## config.mk

```make
export PLATFORM = sky130hd
export DESIGN_NAME = pwm_multi_flat
export DESIGN_NICKNAME = d
export VERILOG_FILES = /design/src/rtl/pwm_multi_pkg.sv /design/src/rtl/pwm_multi_if.sv /design/src/rtl/pwm_multi_timebase.sv /design/src/rtl/pwm_multi.sv /design/src/flat_wrapper.sv
export SDC_FILE = /design/constraint.sdc
export NUM_CORES = 1
export LEC_CHECK = 0
export CORE_ASPECT_RATIO = 0.8
export CORE_MARGIN = 2
export CORE_UTILIZATION = 54
export CTS_CLUSTER_DIAMETER = 40
export DETAILED_ROUTE_END_ITERATION = 16
export PLACE_DENSITY = 0.87
export SYNTH_ARGS = -nofsm -noshare
export SYNTH_HDL_FRONTEND = slang
export SYNTH_SLANG_ARGS = --single-unit
```

## constraint.sdc

```tcl
create_clock -name clock -period 2.6 [get_ports clock]
set_clock_uncertainty 0.05 [all_clocks]
set_input_delay 0.52 -clock clock [delete_from_list [all_inputs] [get_ports clock]]
set_output_delay 0.52 -clock clock [all_outputs]
set_load 0.02 [all_outputs]
```

## src/rtl/pwm_multi_pkg.sv

```systemverilog
// -----------------------------------------------------------------------------
// pwm_pkg
// Shared definitions for the multi-channel PWM block.
//   PWM_MODE_EDGE / PWM_MODE_CENTER : counter mode encoding
//   SLICE_W                         : working width of the duty slicing helper
//   duty_slice()                    : keeps the top 'res' bits of an 'in_width'
//                                     sample (truncation, no rounding)
// -----------------------------------------------------------------------------
package pwm_pkg;

    localparam logic PWM_MODE_EDGE   = 1'b0;
    localparam logic PWM_MODE_CENTER = 1'b1;

    // Samples are zero-extended to this width before slicing; IN_WIDTH must
    // not exceed it.
    localparam int SLICE_W = 32;

    // Right-align the top 'res' bits of an 'in_width'-bit sample. Low-order
    // bits are simply discarded. Callers truncate the result to 'res' bits.
    function automatic logic [SLICE_W-1:0] duty_slice(
        input logic [SLICE_W-1:0] sample,
        input int unsigned        in_width,
        input int unsigned        res
    );
        return sample >> (in_width - res);
    endfunction

endpackage

```

## src/rtl/pwm_multi_if.sv

```systemverilog
// -----------------------------------------------------------------------------
// pwm_multi_if
// Valid/ready duty-sample channel feeding pwm_multi.
//   duty_in    : packed samples, channel k at [k*IN_WIDTH +: IN_WIDTH]
//   duty_valid : duty_in holds a new sample set
//   duty_ready : the PWM can accept a sample set (pending shadow empty)
// Modports: master = sample source, slave = PWM block.
// -----------------------------------------------------------------------------
interface pwm_multi_if #(
    parameter int CHANNELS = 2,
    parameter int IN_WIDTH = 12
);

    logic [CHANNELS*IN_WIDTH-1:0] duty_in;
    logic                         duty_valid;
    logic                         duty_ready;

    modport master (
        output duty_in,
        output duty_valid,
        input  duty_ready
    );

    modport slave (
        input  duty_in,
        input  duty_valid,
        output duty_ready
    );

endinterface

```

## src/rtl/pwm_multi_timebase.sv

```systemverilog
// -----------------------------------------------------------------------------
// pwm_timebase
// Shared time base for all PWM channels: prescaler, up/down period counter,
// direction, period boundary detection and the period_start pulse.
//   clock, reset     : system clock, asynchronous active-high reset
//   i_enable         : low holds prescaler/counter at 0, direction up
//   i_prescale       : counter advances once every i_prescale+1 clocks
//   i_center_mode    : mode sampled at each period boundary
//   o_cnt            : current counter value
//   o_boundary       : combinational, high on the tick that ends a period
//   o_period_start   : registered one-cycle pulse, high while counter is 0
//                      at the start of a new period
// Requires RES >= 2.
// -----------------------------------------------------------------------------
module pwm_timebase
    import pwm_pkg::*;
#(
    parameter int RES        = 8,
    parameter int PRESCALE_W = 8
) (
    input  logic                  clock,
    input  logic                  reset,
    input  logic                  i_enable,
    input  logic [PRESCALE_W-1:0] i_prescale,
    input  logic                  i_center_mode,
    output logic [RES-1:0]        o_cnt,
    output logic                  o_boundary,
    output logic                  o_period_start
);

    localparam logic [RES-1:0]        CNT_MAX = {RES{1'b1}};
    localparam logic [RES-1:0]        CNT_ONE = {{(RES-1){1'b0}}, 1'b1};
    localparam logic [PRESCALE_W-1:0] PRE_ONE = {{(PRESCALE_W-1){1'b0}}, 1'b1};

    logic [PRESCALE_W-1:0] r_pre_cnt;
    logic [RES-1:0]        r_cnt;
    logic                  r_dir_down;
    logic                  r_mode;
    logic                  r_period_start;

    logic                  w_tick;
    logic                  w_boundary;
    logic [RES-1:0]        w_cnt_next;
    logic                  w_dir_next;

    // A prescale value lowered below the running count makes the prescaler
    // wrap through its maximum before the next tick; this is accepted.
    assign w_tick = i_enable && (r_pre_cnt == i_prescale);

    // Period end: edge mode at MAX, centre mode at 1 while counting down.
    assign w_boundary = w_tick &&
                        ((r_mode == PWM_MODE_EDGE) ? (r_cnt == CNT_MAX)
                                                   : (r_dir_down && (r_cnt == CNT_ONE)));

    // Next counter value and direction, applied only on a tick.
    always_comb begin
        w_cnt_next = r_cnt;
        w_dir_next = r_dir_down;
        if (w_boundary) begin
            w_cnt_next = '0;
            w_dir_next = 1'b0;
        end else if (r_mode == PWM_MODE_EDGE) begin
            w_cnt_next = r_cnt + CNT_ONE;
            w_dir_next = 1'b0;
        end else if (!r_dir_down) begin
            if (r_cnt == CNT_MAX) begin
                // Apex: turn around without repeating MAX.
                w_cnt_next = r_cnt - CNT_ONE;
                w_dir_next = 1'b1;
            end else begin
                w_cnt_next = r_cnt + CNT_ONE;
                w_dir_next = 1'b0;
            end
        end else begin
            w_cnt_next = r_cnt - CNT_ONE;
            w_dir_next = 1'b1;
        end
    end

    // Prescaler, counter, direction, latched mode and period_start pulse.
    always_ff @(posedge clock or posedge reset) begin
        if (reset) begin
            r_pre_cnt      <= '0;
            r_cnt          <= '0;
            r_dir_down     <= 1'b0;
            r_mode         <= PWM_MODE_EDGE;
            r_period_start <= 1'b0;
        end else if (!i_enable) begin
            // The restart after enable rises begins at 0 and is not flagged
            // by period_start.
            r_pre_cnt      <= '0;
            r_cnt          <= '0;
            r_dir_down     <= 1'b0;
            r_mode         <= r_mode;
            r_period_start <= 1'b0;
        end else begin
            r_period_start <= w_boundary;
            if (w_tick) begin
                r_pre_cnt  <= '0;
                r_cnt      <= w_cnt_next;
                r_dir_down <= w_dir_next;
            end else begin
                r_pre_cnt  <= r_pre_cnt + PRE_ONE;
                r_cnt      <= r_cnt;
                r_dir_down <= r_dir_down;
            end
            if (w_boundary) begin
                r_mode <= i_center_mode;
            end else begin
                r_mode <= r_mode;
            end
        end
    end

    assign o_cnt          = r_cnt;
    assign o_boundary     = w_boundary;
    assign o_period_start = r_period_start;

endmodule

```

## src/rtl/pwm_multi.sv

```systemverilog
// -----------------------------------------------------------------------------
// pwm_multi
// Multi-channel PWM generator with double-buffered duty updates.
//   clock, reset    : system clock, asynchronous active-high reset
//   i_enable        : run PWM; low holds the time base and drives outputs low
//   i_prescale      : counter advances once every i_prescale+1 clocks
//   i_center_mode   : 0 edge-aligned sawtooth, 1 centre-aligned triangle
//   s_duty          : valid/ready sample channel (slave side)
//   o_period_start  : one-cycle pulse at the start of each new period
//   o_pwm_out       : registered PWM outputs, one per channel
// A captured sample set waits in the pending shadow and moves to the active
// duty only at a period boundary (or at once while disabled), so outputs
// never glitch mid-period.
// -----------------------------------------------------------------------------
module pwm_multi
    import pwm_pkg::*;
#(
    parameter int CHANNELS   = 2,
    parameter int IN_WIDTH   = 12,
    parameter int RES        = 8,
    parameter int PRESCALE_W = 8
) (
    input  logic                  clock,
    input  logic                  reset,
    input  logic                  i_enable,
    input  logic [PRESCALE_W-1:0] i_prescale,
    input  logic                  i_center_mode,
    pwm_multi_if.slave            s_duty,
    output logic                  o_period_start,
    output logic [CHANNELS-1:0]   o_pwm_out
);

    logic [CHANNELS-1:0][RES-1:0] r_pending;
    logic [CHANNELS-1:0][RES-1:0] r_active;
    logic                         r_pending_full;
    logic [CHANNELS-1:0]          r_pwm;

    logic [CHANNELS-1:0][RES-1:0] w_slice;
    logic [CHANNELS-1:0]          w_cmp;
    logic [RES-1:0]               w_cnt;
    logic                         w_boundary;
    logic                         w_xfer;
    logic                         w_load;

    pwm_timebase #(
        .RES        (RES),
        .PRESCALE_W (PRESCALE_W)
    ) u_timebase (
        .clock          (clock),
        .reset          (reset),
        .i_enable       (i_enable),
        .i_prescale     (i_prescale),
        .i_center_mode  (i_center_mode),
        .o_cnt          (w_cnt),
        .o_boundary     (w_boundary),
        .o_period_start (o_period_start)
    );

    assign w_xfer = s_duty.duty_valid && !r_pending_full;
    // While disabled the shadow drains every cycle so a restart begins with
    // the most recent duty.
    assign w_load = w_boundary || !i_enable;

    for (genvar k = 0; k < CHANNELS; k++) begin : g_chan
        assign w_slice[k] = RES'(duty_slice(SLICE_W'(s_duty.duty_in[k*IN_WIDTH +: IN_WIDTH]),
                                            IN_WIDTH, RES));
        assign w_cmp[k]   = (r_active[k] > w_cnt);
    end

    // Pending/active duty shadows and the handshake flag. A capture can only
    // happen while the shadow is empty, so it never collides with a copy.
    always_ff @(posedge clock or posedge reset) begin
        if (reset) begin
            r_pending      <= '0;
            r_active       <= '0;
            r_pending_full <= 1'b0;
        end else begin
            if (w_load && r_pending_full) begin
                r_active <= r_pending;
            end else begin
                r_active <= r_active;
            end
            if (w_xfer) begin
                r_pending      <= w_slice;
                r_pending_full <= 1'b1;
            end else if (w_load) begin
                r_pending      <= r_pending;
                r_pending_full <= 1'b0;
            end else begin
                r_pending      <= r_pending;
                r_pending_full <= r_pending_full;
            end
        end
    end

    // Output flops: one clock behind the counter value they compare against.
    always_ff @(posedge clock or posedge reset) begin
        if (reset) begin
            r_pwm <= '0;
        end else if (i_enable) begin
            r_pwm <= w_cmp;
        end else begin
            r_pwm <= '0;
        end
    end

    assign s_duty.duty_ready = !r_pending_full;
    assign o_pwm_out         = r_pwm;

endmodule

```

## src/flat_wrapper.sv

```systemverilog
// flat-port wrapper written by rule: the top's interface ports become plain ports
module pwm_multi_flat import pwm_pkg::*;
#(
    parameter int CHANNELS   = 2,
    parameter int IN_WIDTH   = 12,
    parameter int RES        = 8,
    parameter int PRESCALE_W = 8
)
  (clock, reset, i_enable, i_prescale, i_center_mode, o_period_start, o_pwm_out, s_duty_duty_in, s_duty_duty_valid, s_duty_duty_ready);
  pwm_multi_if #(.CHANNELS(CHANNELS), .IN_WIDTH(IN_WIDTH)) s_duty_i ();
  input  logic clock;
  input  logic reset;
  input  logic i_enable;
  input  logic [PRESCALE_W-1:0] i_prescale;
  input  logic i_center_mode;
  output logic o_period_start;
  output logic [CHANNELS-1:0] o_pwm_out;
  input wire logic [$bits(s_duty_i.duty_in)-1:0] s_duty_duty_in;
  input wire logic [$bits(s_duty_i.duty_valid)-1:0] s_duty_duty_valid;
  output wire logic [$bits(s_duty_i.duty_ready)-1:0] s_duty_duty_ready;
  assign s_duty_i.duty_in = s_duty_duty_in;
  assign s_duty_i.duty_valid = s_duty_duty_valid;
  assign s_duty_duty_ready = s_duty_i.duty_ready;
  pwm_multi #(.CHANNELS(CHANNELS), .IN_WIDTH(IN_WIDTH), .RES(RES), .PRESCALE_W(PRESCALE_W)) u_core (.clock(clock), .reset(reset), .i_enable(i_enable), .i_prescale(i_prescale), .i_center_mode(i_center_mode), .s_duty(s_duty_i), .o_period_start(o_period_start), .o_pwm_out(o_pwm_out));
endmodule
```

### Word level (Yosys, flattened, before mapping)

Index checks and enable logic that the tools add are counted.

* register bits: 54
* output and inout bits: 4
* logic and storage cells: 49

* $add $sub $neg: 3
* magnitude comparators: 2
* equality and inequality tests: 4
* muxes and demuxes: 19
* reductions and logical operators: 10

Operators by type and width (number)
* $mux W8: 8
* $add A8 B1 Y8 const B: 2
* $gt A8 B8 Y1: 2
* $mux W1: 10
* $eq A8 B1 Y1 const B: 1
* $eq A8 B8 Y1: 1
* $eq A8 B8 Y1 const B: 1
* $sub A8 B1 Y8 const B: 1
* $logic_and A1 B1 Y1: 5
* $logic_not A1 Y1: 2
* $mux W2: 1
* $ne A2 B1 Y1 const B: 1
* $reduce_and A2 Y1: 1
* $reduce_bool A2 Y1: 1
* $logic_or A1 B1 Y1: 1

### Logic depth before layout (Yosys ltp)

* depth after elaboration: 7
* gate-level depth with buffers: 8
* gate-level depth less buffers: 7

### Hierarchy

Synthesis repeated with hierarchy kept, for this count alone.

* cells, all modules: 258
* area, all modules: 2965.3 um^2

Modules (own cells, without submodules)
* pwm_multi: times used 1, cells an instance 123, area each 1729.2 um^2, seq. area each 875.8 um^2
* pwm_timebase: times used 1, cells an instance 135, area each 1236.2 um^2, seq. area each 475.5 um^2

### Worst setup path after synthesis

OpenSTA, ideal clock, no wires.

* kind: register to register
* from: reg u_core.u_timebase.r_cnt[0] (netlist: u_core.u_timebase.o_cnt[0])
* to: reg u_core.r_active[0] (netlist name)
* library setup time: 0.125 ns
* arrival: 2.004 ns
* required time: 2.425 ns
* setup slack: 0.421 ns
* stages on the path, launching flop included: 9
* path buffers: 2
* clock period less this slack: 2.179 ns
* cell sequence: dfrtp_1 > ha_1 > nand4_1 > or3_1 > o211ai_2 > and3_1 > buf_6 > buf_12 > mux2_4

* word-level cells in the longest chain between the ends: 6
* elaborated cells between the ends (all ways): 7

RTL lines
* from (decl): RTL line pwm_multi_timebase.sv:36 `logic [RES-1:0] r_cnt;`
* from (signal assigned): RTL line pwm_multi_timebase.sv:100 `r_cnt <= w_cnt_next;`
* from (signal assigned): RTL line pwm_multi_timebase.sv:104 `r_cnt <= r_cnt;`
* $eq A8 B1 Y1: RTL line pwm_multi_timebase.sv:53 `: (r_dir_down && (r_cnt == CNT_ONE)));`
* $logic_and A1 B1 Y1: RTL line pwm_multi_timebase.sv:53
* $mux W1 (*): RTL line pwm_multi_timebase.sv:52 `((r_mode == PWM_MODE_EDGE) ? (r_cnt == CNT_MAX)`
* $logic_and A1 B1 Y1 (*): RTL line pwm_multi_timebase.sv:51 `assign w_boundary = w_tick &&`
* $logic_or A1 B1 Y1 (*): RTL line pwm_multi.sv:62 `assign w_load = w_boundary || !i_enable;`
* $logic_and A1 B1 Y1 (*): RTL line pwm_multi.sv:78 `if (w_load && r_pending_full) begin`
* to (signal assigned): RTL line pwm_multi.sv:79 `r_active <= r_pending;`
* to (signal assigned): RTL line pwm_multi.sv:81 `r_active <= r_active;`
* to (decl): RTL line pwm_multi.sv:34 `logic [CHANNELS-1:0][RES-1:0] r_active;`

Every way passes the cells marked *; elsewhere a longest branch is shown, timed or not.
A chain may end at the register's enable or synchronous reset.

### Worst setup path after layout

* from: reg u_core.u_timebase.r_cnt[1] (netlist: u_core.u_timebase.o_cnt[1])
* to: reg u_core.r_active[3] (netlist name)

The elaborated chain is that of the path after synthesis.

==> impl_metrics.py <==
metrics = {
    "run_status": {
        "status": "finished, final reports clean",
    },
    "pwr": {
        "power.density_nw_per_um2": 650.4,
        "p_leak_uw": 0.001489,
        "peakVddDrop_v": 0.0004566,
        "p_total_uw": 2236,
    },
    "routing": {
        "wl_um": 5411,
        "antenna_left": 0,
        "vias_per_cell": 5.704,
        "drt_iter0_markers": 121,
        "wl_per_cell_um": 15.42,
        "drc_errors": 0,
        "vias": 2002,
        "firstDrtPassIters": 4,
    },
    "sta": {
        "finalCriticalPeriod_ns": 2.234,
        "setup_violations": 0,
        "worst_slew_pin_slew_ns": 0.5164,
        "max_freq_mhz": 447.7,
        "hold_viol_final": 0,
        "fin_crit_sh_pct": 85.92,
        "setup_tns_ns": 0,
        "rsz0062_at_grt": "no",
        "slew_headroom_pct": 65.21,
        "worst_slack_ns": 0.3661,
        "hold_ws_ns": 0.4543,
        "finalMaxSlewViolations": 0,
    },
    "synth": {
        "yosysTopAreaCell": "dfrtp_1",
        "synth_top_area_share_pct": 46.49,
        "yosys.cell_count.top_type": "dfrtp_1",
        "netlist_area_sq_um": 2907,
        "avgSynthCellArea_sq_um": 11.82,
        "synth_flop_cell": "dfrtp_1",
        "synth_xor_area_share_pct": 4.520,
        "yosysSeqAreaShare_pct": 46.49,
        "synth_simple_gate_area_share_pct": 11.06,
        "synth_cell_type_count": 41,
        "ys_ff_latch": 54,
        "synthTopCellsByCount": "dfrtp_1 (54), mux2_2 (23), ha_1 (20)",
        "syn-instance-count": 246,
        "ys.warnings.count": 0,
        "async_reset_ff_share_pct": 100.0,
        "synth-compound-area-share_pct": 11.02,
        "synthMuxAreaShare_pct": 14.77,
        "synth_edf_count": 0,
        "synthTopCellsByArea": "dfrtp_1 (46%), mux2_2 (8.9%), ha_1 (8.6%)",
        "synth_top_family_by_area": "multiplexers",
        "synth_nets": 303,
        "synth-adder-area-share_pct": 8.610,
    },
    "die": {
        "die-area_sq_um": 5989,
        "row_count": 23,
        "die_w_um": 86.03,
        "die_y_um": 69.62,
        "io_pins": 41,
        "core_sq_um": 5094,
        "start_util_pct": 57.06,
    },
    "min_path": {
        "worstHoldEndpoint": "u_core.r_active[0]",
        "holdCritStartpoint": "u_core.r_pending[0]",
        "hold_depth": 1,
        "hold_class": "register to register",
    },
    "cells_and_area": {
        "nets": 346,
        "multi_input_area_sq_um": 1453,
        "antenna_cells": 0,
        "layout-drive-gt1-share_pct": 19.03,
        "regArea_sq_um": 1351,
        "area_growth_pct": 18.30,
        "nFillCells": 364,
        "stdcell_count": 351,
    },
    "worst_setup_path": {
        "cpLargestDelayFamily": "simple AND/OR/NAND/NOR gates",
        "critical_path.startpoint": "u_core.u_timebase.o_cnt[1]",
        "slowest_stage": "dfrtp_1",
        "rrSetupSlack_ns": 0.37,
        "cp_max_fo": 16,
        "start_kind": "register",
        "r2r_cells": 7,
        "r2r_end": "u_core.r_active[3]",
        "required_ns": 2.74,
        "regToRegStartpoint": "u_core.u_timebase.o_cnt[1]",
        "cp.arrival_ns": 2.38,
        "max_stage_delay_ns": 0.40,
        "path_class": "register to register",
        "crit_buf_inv": 1,
        "cp_cell_sequence": "ha_1, nand4_1, or3_1, o211ai_2, and3_1, buf_12, mux2_2",
        "cp-end-kind": "register",
    },
    "clocking": {
        "tritoncts": "done",
        "clkSinkCount": 54,
        "cts_root_buf": "clkbuf_8",
        "cts_hold_buf": 0,
        "cts-resized-gates": 0,
        "cts-buffers-inserted": 5,
        "post_cts_buffers": 0,
        "cts.htree.levels": 2,
        "cts.reportedPaths.clkPinSlew_ns": 0.09,
        "insertion_delay_ns": 0.30,
        "clockBufferDepth": 2,
    },
    "global_route": {
        "grt_start_max_net_pins": 26,
        "grt_remaining_overflow": 0,
        "grt_first_pass_wirelength_um": 9294,
        "grt_use_total_pct": 19.73,
        "antenna_found_initial": 0,
        "grt_pass1_vias": 1996,
    },
    "flow_run": {
        "maxCapViolCount": 0,
    },
    "place": {
        "gp_congestion": 0.9170,
        "dpl.hpwl_um": 4198,
        "dpl.cell_count": 344,
        "pre_cts_slack_ns": 0.1685,
        "io_buffers": 32,
    },
}
[cell usage in the layout (no fill, tap or decap), types with 3 or more instances in the layout]
cell	count
nand4_1	5
o21a_1	7
o21ai_0	9
inv_1	14
o2bb2ai_1	3
ha_1	20
buf_4	8
xnor2_1	10
nand2_1	10
nand3_1	6
and3_1	3
clkdlybuf4s50_1	32
dfrtp_1	54
nor2_1	15
clkbuf_8	5
mux2_4	10
a211oi_1	4
nor2b_1	3
nand4b_1	3
a21oi_1	4
and4_1	4
a41o_1	3
mux2_2	23
xor2_1	5
a21o_1	5
[final cells by class]
type,count,area share [%]
Tap cell,62,2.256
Sequential cell,54,39.30
Clock buffer,6,2.111
Inverter,15,1.638
Timing Repair Buffer,42,12.23
Multi-Input combinational cell,171,42.25
Clock inverter,1,0.2183
[through the flow]
stage	instance area, sq um	util (%)
2_1_floorplan	2907	-
3_3_place_gp	3358	65.93
3_5_place_dp	3358	65.93
4_1_cts	3438	67.50
5_1_grt	3438	67.50
6_report	3438	67.50
[logic make-up (layout without fill, tap and decap cells)]
group,count (synthesis),count (layout)
adder cells (fa/ha/maj),20,20
flip-flops,54,54
XOR/XNOR,15,15
AO/OA/AOI/OAI,45,45
AND/OR/NAND/NOR,56,56
buffers and inverters,21,64
multiplexers,35,35
[worst register-to-register path, cell delays in order (launching register included)]
cell and delay (ns):
dfrtp_1 0.40, ha_1 0.26, nand4_1 0.17, or3_1 0.37, o211ai_2 0.09, and3_1 0.25, buf_12 0.18, mux2_2 0.35
[layer usage]
layer / up-vias / part of all wire, % / GRT usage, %
met5: - / 0 / 0
met4: 0 / 1.4 / 7.407
met1: 960 / 47 / 27.81
li1: 977 / - / -
met3: 10 / 4.7 / 4.048
met2: 55 / 47 / 29.97
[worst max path at each step]
stage | end | slack [ns] | cells past startpoint
CTS | u_core.r_active[3] | 0.37 | 7
global route | u_core.r_active[8] | 0.26 | 7
global placement | u_core.r_active[9] | 0.19 | 7
detailed placement | u_core.r_active[8] | 0.17 | 7
finish | u_core.r_active[3] | 0.37 | 7
floorplan | u_core.r_active[0] | 0.42 | 8
[report_power, final]
group | switching, uW | internal (uW)
combinational | 244 | 407
clock | 258 | 185
sequential | 116 | 1030
[registers in the layout, summed over array words and instances (netlist names)]
| signal | flops |
|---|---|
| u_core.u_timebase.r_dir_down | 1 |
| u_core.u_timebase.r_pre_cnt | 8 |
| u_core.r_pending | 16 |
| u_core.u_timebase.o_period_start | 1 |
| u_core.u_timebase.o_cnt | 8 |
| u_core.u_timebase.r_mode | 1 |
| u_core.o_pwm_out | 2 |
| u_core.r_pending_full | 1 |
| u_core.r_active | 16 |
Power figures use the tool's default switching activity.
